$ cat src/rtl/uart_pkg.sv
// Shared UART types, constants and helpers for the display UART slice.
package uart_pkg;

   typedef enum logic [1:0] {IDLE, START, DATA, STOP} tx_state_t;

   localparam int         UART_DATA_BITS = 8;
   localparam logic [7:0] ASCII_LF       = 8'h0A;

   function automatic logic [7:0] hex_ascii(input logic [3:0] n);
      if (n < 4'd10) return 8'h30 + {4'h0, n};
      else           return 8'h37 + {4'h0, n};
   endfunction

endpackage

$ cat src/rtl/sync_fifo.sv
// Single-clock FIFO with push/pop, full/empty flags and occupancy level.
module sync_fifo #(
   parameter int WIDTH = 8,
   parameter int DEPTH = 8
) (
   input  logic                     clk,
   input  logic                     reset_i,
   input  logic                     push_i,
   input  logic [WIDTH-1:0]         data_i,
   input  logic                     pop_i,
   output logic [WIDTH-1:0]         data_o,
   output logic                     full_o,
   output logic                     empty_o,
   output logic [$clog2(DEPTH):0]   level_o
);

   localparam int AW = $clog2(DEPTH);

   logic [WIDTH-1:0] mem_q [DEPTH];
   logic [AW-1:0]    wr_q, rd_q;
   logic [AW:0]      level_q;
   logic             do_push, do_pop;

   // A pop frees the slot this cycle, so a push into a full FIFO still lands.
   assign do_push = push_i & (~full_o | pop_i);
   assign do_pop  = pop_i & ~empty_o;

   always_ff @(posedge clk or posedge reset_i) begin
      if (reset_i) begin
         wr_q    <= '0;
         rd_q    <= '0;
         level_q <= '0;
      end else begin
         if (do_push) wr_q <= wr_q + 1'b1;
         if (do_pop)  rd_q <= rd_q + 1'b1;
         unique case ({do_push, do_pop})
            2'b10:   level_q <= level_q + 1'b1;
            2'b01:   level_q <= level_q - 1'b1;
            default: level_q <= level_q;
         endcase
      end
   end

   always_ff @(posedge clk) begin
      if (do_push) mem_q[wr_q] <= data_i;
   end

   assign data_o  = mem_q[rd_q];
   assign full_o  = (level_q == (AW+1)'(DEPTH));
   assign empty_o = (level_q == '0);
   assign level_o = level_q;

endmodule

$ cat src/rtl/display_uart_tx.sv
// Queues display byte changes and sends them as UART 8N1 frames.
// DISPLAY_UART_HEX_ASCII_EN: send each byte as two hex chars plus LF.
module display_uart_tx
   import uart_pkg::*;
#(
   parameter int CLKS_PER_BIT = 217,
   parameter int FIFO_DEPTH   = 8
) (
   input  logic                          clk,
   input  logic                          reset_i,
   input  logic [7:0]                    display_i,
   output logic                          tx_o,
   output logic                          busy_o,
   output logic                          overflow_o,
   output logic [$clog2(FIFO_DEPTH):0]   fifo_level_o
);

   localparam int CW = $clog2(CLKS_PER_BIT);

   tx_state_t   state_q, state_d;
   logic [CW-1:0] cnt_q, cnt_d;
   logic [2:0]  bit_q, bit_d;
   logic [7:0]  shift_q, shift_d;
   logic [7:0]  prev_q;
   logic        tx_q, tx_d;
   logic        busy_q, busy_d;
   logic        ovf_q, ovf_d;
   logic        push, pop, full, empty, bit_done;
   logic [7:0]  head;
`ifdef DISPLAY_UART_HEX_ASCII_EN
   logic [1:0]  char_q, char_d;
   logic [7:0]  byte_q, byte_d;
`endif

   assign push     = (display_i != prev_q);
   assign bit_done = (cnt_q == CW'(CLKS_PER_BIT - 1));

   sync_fifo #(.WIDTH(8), .DEPTH(FIFO_DEPTH)) u_fifo (
      .clk     (clk),
      .reset_i (reset_i),
      .push_i  (push),
      .data_i  (display_i),
      .pop_i   (pop),
      .data_o  (head),
      .full_o  (full),
      .empty_o (empty),
      .level_o (fifo_level_o)
   );

   always_comb begin
      state_d = state_q;
      cnt_d   = (state_q == IDLE || bit_done) ? '0 : cnt_q + 1'b1;
      bit_d   = bit_q;
      shift_d = shift_q;
      pop     = 1'b0;
`ifdef DISPLAY_UART_HEX_ASCII_EN
      char_d  = char_q;
      byte_d  = byte_q;
`endif
      unique case (state_q)
         IDLE: begin
            if (!empty) begin
               pop     = 1'b1;
               state_d = START;
`ifdef DISPLAY_UART_HEX_ASCII_EN
               byte_d  = head;
               char_d  = 2'd0;
               shift_d = hex_ascii(head[7:4]);
`else
               shift_d = head;
`endif
            end
         end
         START: begin
            if (bit_done) begin
               state_d = DATA;
               bit_d   = 3'd0;
            end
         end
         DATA: begin
            if (bit_done) begin
               shift_d = shift_q >> 1;
               if (bit_q == 3'(UART_DATA_BITS - 1)) state_d = STOP;
               else                                  bit_d   = bit_q + 1'b1;
            end
         end
         STOP: begin
            if (bit_done) begin
`ifdef DISPLAY_UART_HEX_ASCII_EN
               if (char_q != 2'd2) begin
                  char_d  = char_q + 1'b1;
                  shift_d = (char_q == 2'd0) ? hex_ascii(byte_q[3:0]) : ASCII_LF;
                  state_d = START;
               end else if (!empty) begin
                  pop     = 1'b1;
                  byte_d  = head;
                  char_d  = 2'd0;
                  shift_d = hex_ascii(head[7:4]);
                  state_d = START;
               end else begin
                  char_d  = 2'd0;
                  state_d = IDLE;
               end
`else
               if (!empty) begin
                  pop     = 1'b1;
                  shift_d = head;
                  state_d = START;
               end else begin
                  state_d = IDLE;
               end
`endif
            end
         end
         default: state_d = IDLE;
      endcase

      // Output bit is registered from the next state so it lines up with it.
      unique case (state_d)
         START:   tx_d = 1'b0;
         DATA:    tx_d = shift_d[0];
         default: tx_d = 1'b1;
      endcase
      busy_d = (state_d != IDLE) | (fifo_level_o != '0) | push;
      ovf_d  = ovf_q | (push & full & ~pop);
   end

   always_ff @(posedge clk or posedge reset_i) begin
      if (reset_i) begin
         state_q <= IDLE;
         cnt_q   <= '0;
         bit_q   <= '0;
         shift_q <= '0;
         prev_q  <= '0;
         tx_q    <= 1'b1;
         busy_q  <= 1'b0;
         ovf_q   <= 1'b0;
`ifdef DISPLAY_UART_HEX_ASCII_EN
         char_q  <= '0;
         byte_q  <= '0;
`endif
      end else begin
         state_q <= state_d;
         cnt_q   <= cnt_d;
         bit_q   <= bit_d;
         shift_q <= shift_d;
         prev_q  <= display_i;
         tx_q    <= tx_d;
         busy_q  <= busy_d;
         ovf_q   <= ovf_d;
`ifdef DISPLAY_UART_HEX_ASCII_EN
         char_q  <= char_d;
         byte_q  <= byte_d;
`endif
      end
   end

   assign tx_o       = tx_q;
   assign busy_o     = busy_q;
   assign overflow_o = ovf_q;

endmodule
$ cat config.mk
export PLATFORM = sky130hd
export DESIGN_NAME = display_uart_tx
export DESIGN_NICKNAME = d
export VERILOG_FILES = /design/src/rtl/uart_pkg.sv /design/src/rtl/sync_fifo.sv /design/src/rtl/display_uart_tx.sv
export SDC_FILE = /design/constraint.sdc
export NUM_CORES = 1
export LEC_CHECK = 0
export ABC_AREA = 1
export CAP_MARGIN = 0
export CORE_UTILIZATION = 55
export DETAILED_ROUTE_END_ITERATION = 7
export GPL_TIMING_DRIVEN = 0
export MAX_ROUTING_LAYER = met4
export PLACE_DENSITY_LB_ADDON = 0.3
export SYNTH_ARGS = -nofsm -noshare
export SYNTH_HDL_FRONTEND = slang
export SYNTH_SLANG_ARGS = --single-unit
$ cat constraint.sdc
create_clock -name clk -period 2.3 [get_ports clk]
set_clock_uncertainty 0.15 [all_clocks]
set_input_delay 0.46 -clock clk [delete_from_list [all_inputs] [get_ports clk]]
set_output_delay 0.46 -clock clk [all_outputs]
set_load 0.01 [all_outputs]
## Word-level counts from Yosys, hierarchy flattened

Memories as Yosys holds them, arrays and structs flattened.
Index checks and enable logic that the tools add are counted.

| operators by class | value |
|---|---|
| add/sub/neg operators | 6 |
| $mul | 0 |
| divide/modulo/power cells | 0 |
| $lt $le $gt $ge | 0 |
| equal/unequal tests | 15 |
| shift-type cells | 0 |
| mux-type cells | 23 |
| bitwise logic cells | 11 |
| reductions and logical operators | 10 |

Operators with widths:

| operator | count |
|---|---|
| 8-bit 2-to-1 mux | 4 |
| 8-bit case mux with 3 select lines | 1 |
| 2-bit 2-to-1 mux | 5 |
| 3-bit by 1-bit adder with 3-bit output, second input constant | 3 |
| 3-bit 2-to-1 mux | 3 |
| 8-bit by 1-bit adder with 8-bit output, second input constant | 1 |
| 2-bit == test, second input constant | 4 |
| 8-bit == test, second input constant | 1 |
| 2-bit inequality test, second input constant | 4 |
| 8-bit inequality test | 1 |
| 2-bit case mux with 4 select lines | 1 |
| 4-bit case mux with 2 select lines | 1 |
| 2-bit by 1-bit == test with 1-bit output, second input constant | 3 |
| 3-bit case mux with 2 select lines | 1 |
| 2-bit nonzero test | 3 |
| 1-bit 2-to-1 mux | 5 |
| 4-bit by 1-bit adder with 4-bit output, second input constant | 1 |
| 1-bit bitwise AND | 4 |
| 4-bit == test, second input constant | 1 |
| 4-bit logical NOT | 1 |
| 1-bit OR | 4 |
| 1-bit case mux with 2 select lines | 2 |
| 4-bit AND reduction | 1 |
| 4-bit nonzero test | 1 |
| 7 further kinds | 9 |

| storage, ports and cells | value |
|---|---|
| register bits after elaboration | 42 |
| bits in latches | 0 |
| RAM bits | 64 |
| ROM bits | 0 |
| input port bits | 10 |
| output and inout bits | 7 |
| word-level logic and storage cells | 78 |
| memories | 1 |

Memory list:

| name | depth | width | rd ports | clocked after Yosys merged registers in | write ports | RTL line | RTL |
|---|---|---|---|---|---|---|---|
| u_fifo.mem_q | 8 | 8 | 1 | 0 | 1 | sync_fifo.sv:19 | `logic [WIDTH-1:0] mem_q [DEPTH];` |

## Longest topological paths before layout

| depth | value |
|---|---|
| depth in word-level cells | 8 |
| depth in mapped cells | 18 |
| mapped depth without buffers | 18 |

## By module

From an unflattened synthesis, not the netlist that was laid out.

| second synthesis, totals | value |
|---|---|
| cells, all modules | 602 |
| area, all modules | 5288.8 um2 |

By module, submodules not included:

| module | instances | cells each | area each (um2) | sequential area each (um2) |
|---|---|---|---|---|
| sync_fifo | 1 | 366 | 3417.0 | 2172.1 |
| display_uart_tx | 1 | 236 | 1871.8 | 802.0 |

## Least setup slack after synthesis

No wires, ideal clock.

| timing | value |
|---|---|
| kind | register to register |
| from | reg cnt_q[0] |
| to | reg u_fifo.level_q[2] (netlist: u_fifo.level_o[2]) |
| setup time | 83 ps |
| data arrival time | 2243 ps |
| data required time | 2067 ps |
| setup slack | -176 ps |
| cell stages (with the launch flop) | 18 |
| path buffers | 0 |
| clock period less this slack | 2476 ps |
| cells stage by stage | dfrtp_1 > inv_1 > ha_1 > nand2_1 > nor2_4 > nand3_2 > nand2_4 > nand3b_4 > nand2_4 > nand2_8 > ha_1 > nand2_1 > inv_1 > nor2_1 > ha_1 > a21oi_1 > xor2_1 > o21ai_0 |

| between the ends | value |
|---|---|
| cells in the longest elaborated chain, start to end | 7 |
| elaborated cells on any way between the ends | 10 |
| classes of those cells | eq/ne: 3; mux: 3; bitwise: 3; reduce/logical: 1 |

Ends and longest elaborated chain:

| element | RTL line | RTL |
|---|---|---|
| start: declaration | display_uart_tx.sv:21 | `logic [CW-1:0] cnt_q, cnt_d;` |
| start signal: assignment | display_uart_tx.sv:144 | `cnt_q <= cnt_d;` |
| 8-bit == test (*) | display_uart_tx.sv:36 | `assign bit_done = (cnt_q == CW'(CLKS_PER_BIT - 1));` |
| 1-bit 2-to-1 mux (*) | display_uart_tx.sv:88 | `if (bit_done) begin` |
| 1-bit case mux with 2 select lines (*) | display_uart_tx.sv:60 | `unique case (state_q)` |
| 1-bit OR | sync_fifo.sv:25 | `assign do_push = push_i & (~full_o \| pop_i);` |
| 1-bit bitwise AND | sync_fifo.sv:25 |  |
| 2-bit by 1-bit == test with 1-bit output or 2-bit == test (tied branches) | sync_fifo.sv:36 | `unique case ({do_push, do_pop})` |
| 4-bit case mux with 2 select lines or 2-bit nonzero test (tied branches) | -- |  |
| end signal: assignment | sync_fifo.sv:37 | `2'b10: level_q <= level_q + 1'b1;` |
| end signal: assignment | sync_fifo.sv:38 | `2'b01: level_q <= level_q - 1'b1;` |
| end signal: assignment | sync_fifo.sv:39 | `default: level_q <= level_q;` |
| end: declaration | sync_fifo.sv:21 | `logic [AW:0] level_q;` |

Every way passes the cells marked *; elsewhere a longest branch is shown, timed or not.
A chain may end at the register's enable or synchronous reset.

## Worst setup path after layout

| timing | value |
|---|---|
| from | reg cnt_q[0] |
| to | reg u_fifo.level_q[3] (netlist: u_fifo.level_o[3]) |

Same word-level chain as after synthesis.

==> impl_metrics.py <==
metrics = {
    "synth": {
        "synth_warnings": 0,
        "netlist_area_um2": 4888,
        "synth_cell_type_count": 38,
        "syn_area_per_cell_um2": 10.29,
        "synth_commonest_cells": "nand2_1, nand3_1, edfxtp_1",
        "synth_nets": 499,
        "synth-edff-count": 64,
        "synth_top_area_cell": "edfxtp_1",
        "yosys.cell_count.top_type": "nand2_1",
        "ys_seq_area_share_pct": 60.84,
        "syn_inst": 475,
        "synth-seq-cells": 106,
        "yosysTopAreaCellShare_pct": 39.31,
        "ys_top_cells_by_area": "edfxtp_1, dfrtp_1, nand2_1",
        "ys_dominant_reg_cell": "edfxtp_1",
        "synth-async-reset-ratio_pct": 39.62,
    },
    "cts": {
        "numCtsBuffers": 9,
        "clk-insertion-delay-late_ns": 0.37,
        "ctsHoldBuffers": 0,
        "clk_path_buf_depth": 2,
        "clkTransAtPathRegs_ns": 0.12,
        "cts_sinks": 106,
        "clockRootBuffer": "clkbuf_8",
        "htreeDepth": 3,
        "cts_tree": "yes",
    },
    "global_routing": {
        "overflow": 0,
        "grt_max_degree": 43,
        "grt_use_total_pct": 23.17,
        "grt_pass1_vias": 3218,
        "grt_pass1_wl_um": 15410,
        "antenna_found_initial": 0,
    },
    "pwr": {
        "fin_total_pwr_mw": 5.054,
        "vdd_drop_max_v": 0.0006614,
        "leakagePower_nw": 2.362,
        "pwr_density_cell_nw_per_um2": 883.9,
    },
    "worst_setup_path": {
        "crit_path_start_kind": "flip-flop",
        "timing.rr.end": "u_fifo.level_o[3]",
        "endpoint_kind": "flip-flop",
        "required_ns": 2.44,
        "arrival_ns": 2.59,
        "reg2reg_depth": 18,
        "crit_path_max_fanout": 7,
        "critPathKind": "flip-flop to flip-flop",
        "r2r-start": "cnt_q[0]",
        "rrSetupSlack_ns": -0.16,
        "cp-startpoint": "cnt_q[0]",
        "critPathCapture": "u_fifo.level_o[3]",
    },
    "finish": {
        "final_nets": 546,
        "finish.instance_area_um2": 5718,
        "n_antenna_cell": 0,
        "layout-drive-gt1-share_pct": 19.54,
        "fin_cells": 635,
        "area_growth_pct": 16.97,
    },
    "sta": {
        "grt_setup_unrepaired": "yes",
        "finalCritPeriodShare_pct": 106.8,
        "fmax_mhz": 407.0,
        "setup-violations-final": 44,
        "final.setup.tns_ns": -1.653,
        "hold_viol_final": 0,
        "maxSlewHeadroom_pct": 38.88,
        "slew_viol_final": 0,
        "tightestPinTransition_ns": 0.9154,
        "finalCriticalPeriod_ns": 2.457,
        "fin_ws_ns": -0.1569,
    },
    "drt": {
        "viasPerCell": 5.409,
        "routedWlPerCell_um": 15.73,
        "num_vias": 3435,
        "drc_errors": 0,
        "finalWirelength_um": 9990,
        "first_pass_iters": 4,
        "drtAntennaViolNets": 0,
        "first_iter_violations": 154,
    },
    "die": {
        "start_util_pct": 56.33,
        "num_rows": 34,
        "die_y_um": 96.28,
        "dieArea_um2": 9269,
        "design.core.area_um2": 8678,
        "die_w_um": 96.28,
        "boundaryPins": 17,
    },
    "place": {
        "dp_cells": 599,
        "place_ws_ns": -0.8652,
        "hpwl_um": 6554,
        "io_buffers": 16,
        "place_congestion": 0.8215,
        "dpl_cell_area_um2": 5215,
    },
    "run_status": {
        "violations": "setup timing",
        "status": "finished, violations left",
    },
    "worst_hold_path": {
        "hp-class": "flip-flop to flip-flop",
    },
    "job": {
        "drv_cap": 0,
    },
}
per-layer routing:
layer  track usage (%)  part of all wire (%)
met3             4.344                   3.8
met1             28.43                    43
met4             7.960                   1.3
met5                 -                     0
met2             38.59                    52
flip-flops by register name (all words and copies together) (netlist names):
register / flops
shift_q: 8
bit_q: 3
u_fifo.rd_q: 3
u_fifo.wr_q: 3
busy_o: 1
tx_o: 1
u_fifo.level_o: 4
cnt_q: 8
u_fifo.mem_q: 64
state_q: 2
overflow_o: 1
prev_q: 8
report_power, final:
group / internal (mW) / switching, mW
Combinational: 0.552 / 0.748
Sequential: 2.44 / 0.183
Clock: 0.429 / 0.702
critical path, stage by stage, from the launching register on:
cell and delay (ns):
dfrtp_1 0.41, inv_2 0.07, ha_4 0.14, nand2_4 0.05
nor2_4 0.14, nand3_4 0.10, nand2_4 0.09, nand3b_4 0.12
nand2_8 0.11, nand2_8 0.08, ha_4 0.19, nand2_2 0.08
inv_2 0.06, nor2_4 0.10, nand3_2 0.09, nor2_1 0.12
nor2_1 0.05, nand2_1 0.07, xor2_1 0.16
timing repair:
item,CTS,global route
setup buffers,12,9
endpoints found under the setup margin,68,69
pin swaps,9,9
resized for setup,21,14
how the worst min path moves through the flow:
stage,startpoint,end,slack [ns],cells after the start
floorplan,shift_q[3],shift_q[3],0.32,2
CTS,display_i[3],prev_q[3],0.34,1
finish,overflow_o,overflow_o,0.34,1
detailed placement,overflow_o,overflow_o,0.32,1
global route,overflow_o,overflow_o,0.35,1
global placement,overflow_o,overflow_o,0.32,1
kinds of logic (layout without fill, tap and decap cells):
kind of cell | count (synthesis) | after routing | share of synthesized area, %
and+or+nand+nor | 266 | 266 | 25.47
buffers and inverters | 44 | 96 | 3.686
DFF | 106 | 106 | 60.84
adders and majority gates | 14 | 14 | 3.583
xor gates and xnor gates | 15 | 15 | 2.687
AOI/OAI and AO/OA | 30 | 30 | 3.737
layout by cell type (no fill, tap or decap), types with 3 or more instances in the layout:
| cell | Yosys | layout |
|---|---|---|
| edfxtp_1 | 64 | 64 |
| inv_2 | 6 | 10 |
| dfrtp_1 | 41 | 40 |
| clkdlybuf4s50_1 | 0 | 8 |
| ha_1 | 14 | 10 |
| buf_2 | 12 | 12 |
| nor2_4 | 3 | 9 |
| clkbuf_8 | 0 | 9 |
| xnor2_1 | 10 | 9 |
| nor3_2 | 4 | 3 |
| a21oi_1 | 7 | 5 |
| inv_1 | 25 | 21 |
| inv_8 | 0 | 3 |
| dlygate4sd2_1 | 0 | 8 |
| nand4_1 | 3 | 3 |
| nand3_1 | 67 | 66 |
| nand2_1 | 140 | 137 |
| nor3_1 | 5 | 5 |
| nand2_2 | 4 | 6 |
| inv_6 | 0 | 3 |
| xor2_1 | 5 | 4 |
| o211ai_1 | 5 | 5 |
| buf_12 | 0 | 4 |
| buf_4 | 0 | 14 |
| nor2_1 | 26 | 20 |
| o21ai_0 | 10 | 9 |
per-stage QoR:
step	utilization [%]	hold WS, ns
floorplan	-	0.3156
global placement	60.09	0.3168
detailed placement	60.09	0.3216
CTS	64.00	0.3377
global route	65.89	0.3533
finish	65.89	0.3374
area by class of cell:
class	instances	area, µm²
Clock buffer	9	123.9
Multi-Input combinational cell	325	1878
Tap cell	108	135.1
Clock inverter	7	67.56
Inverter	32	120.1
Timing Repair Buffer	36	357.8
Fill cell	677	2960
Sequential cell	106	2975
Buffer	12	60.06
No activity file was read; power rests on OpenSTA's default activity.
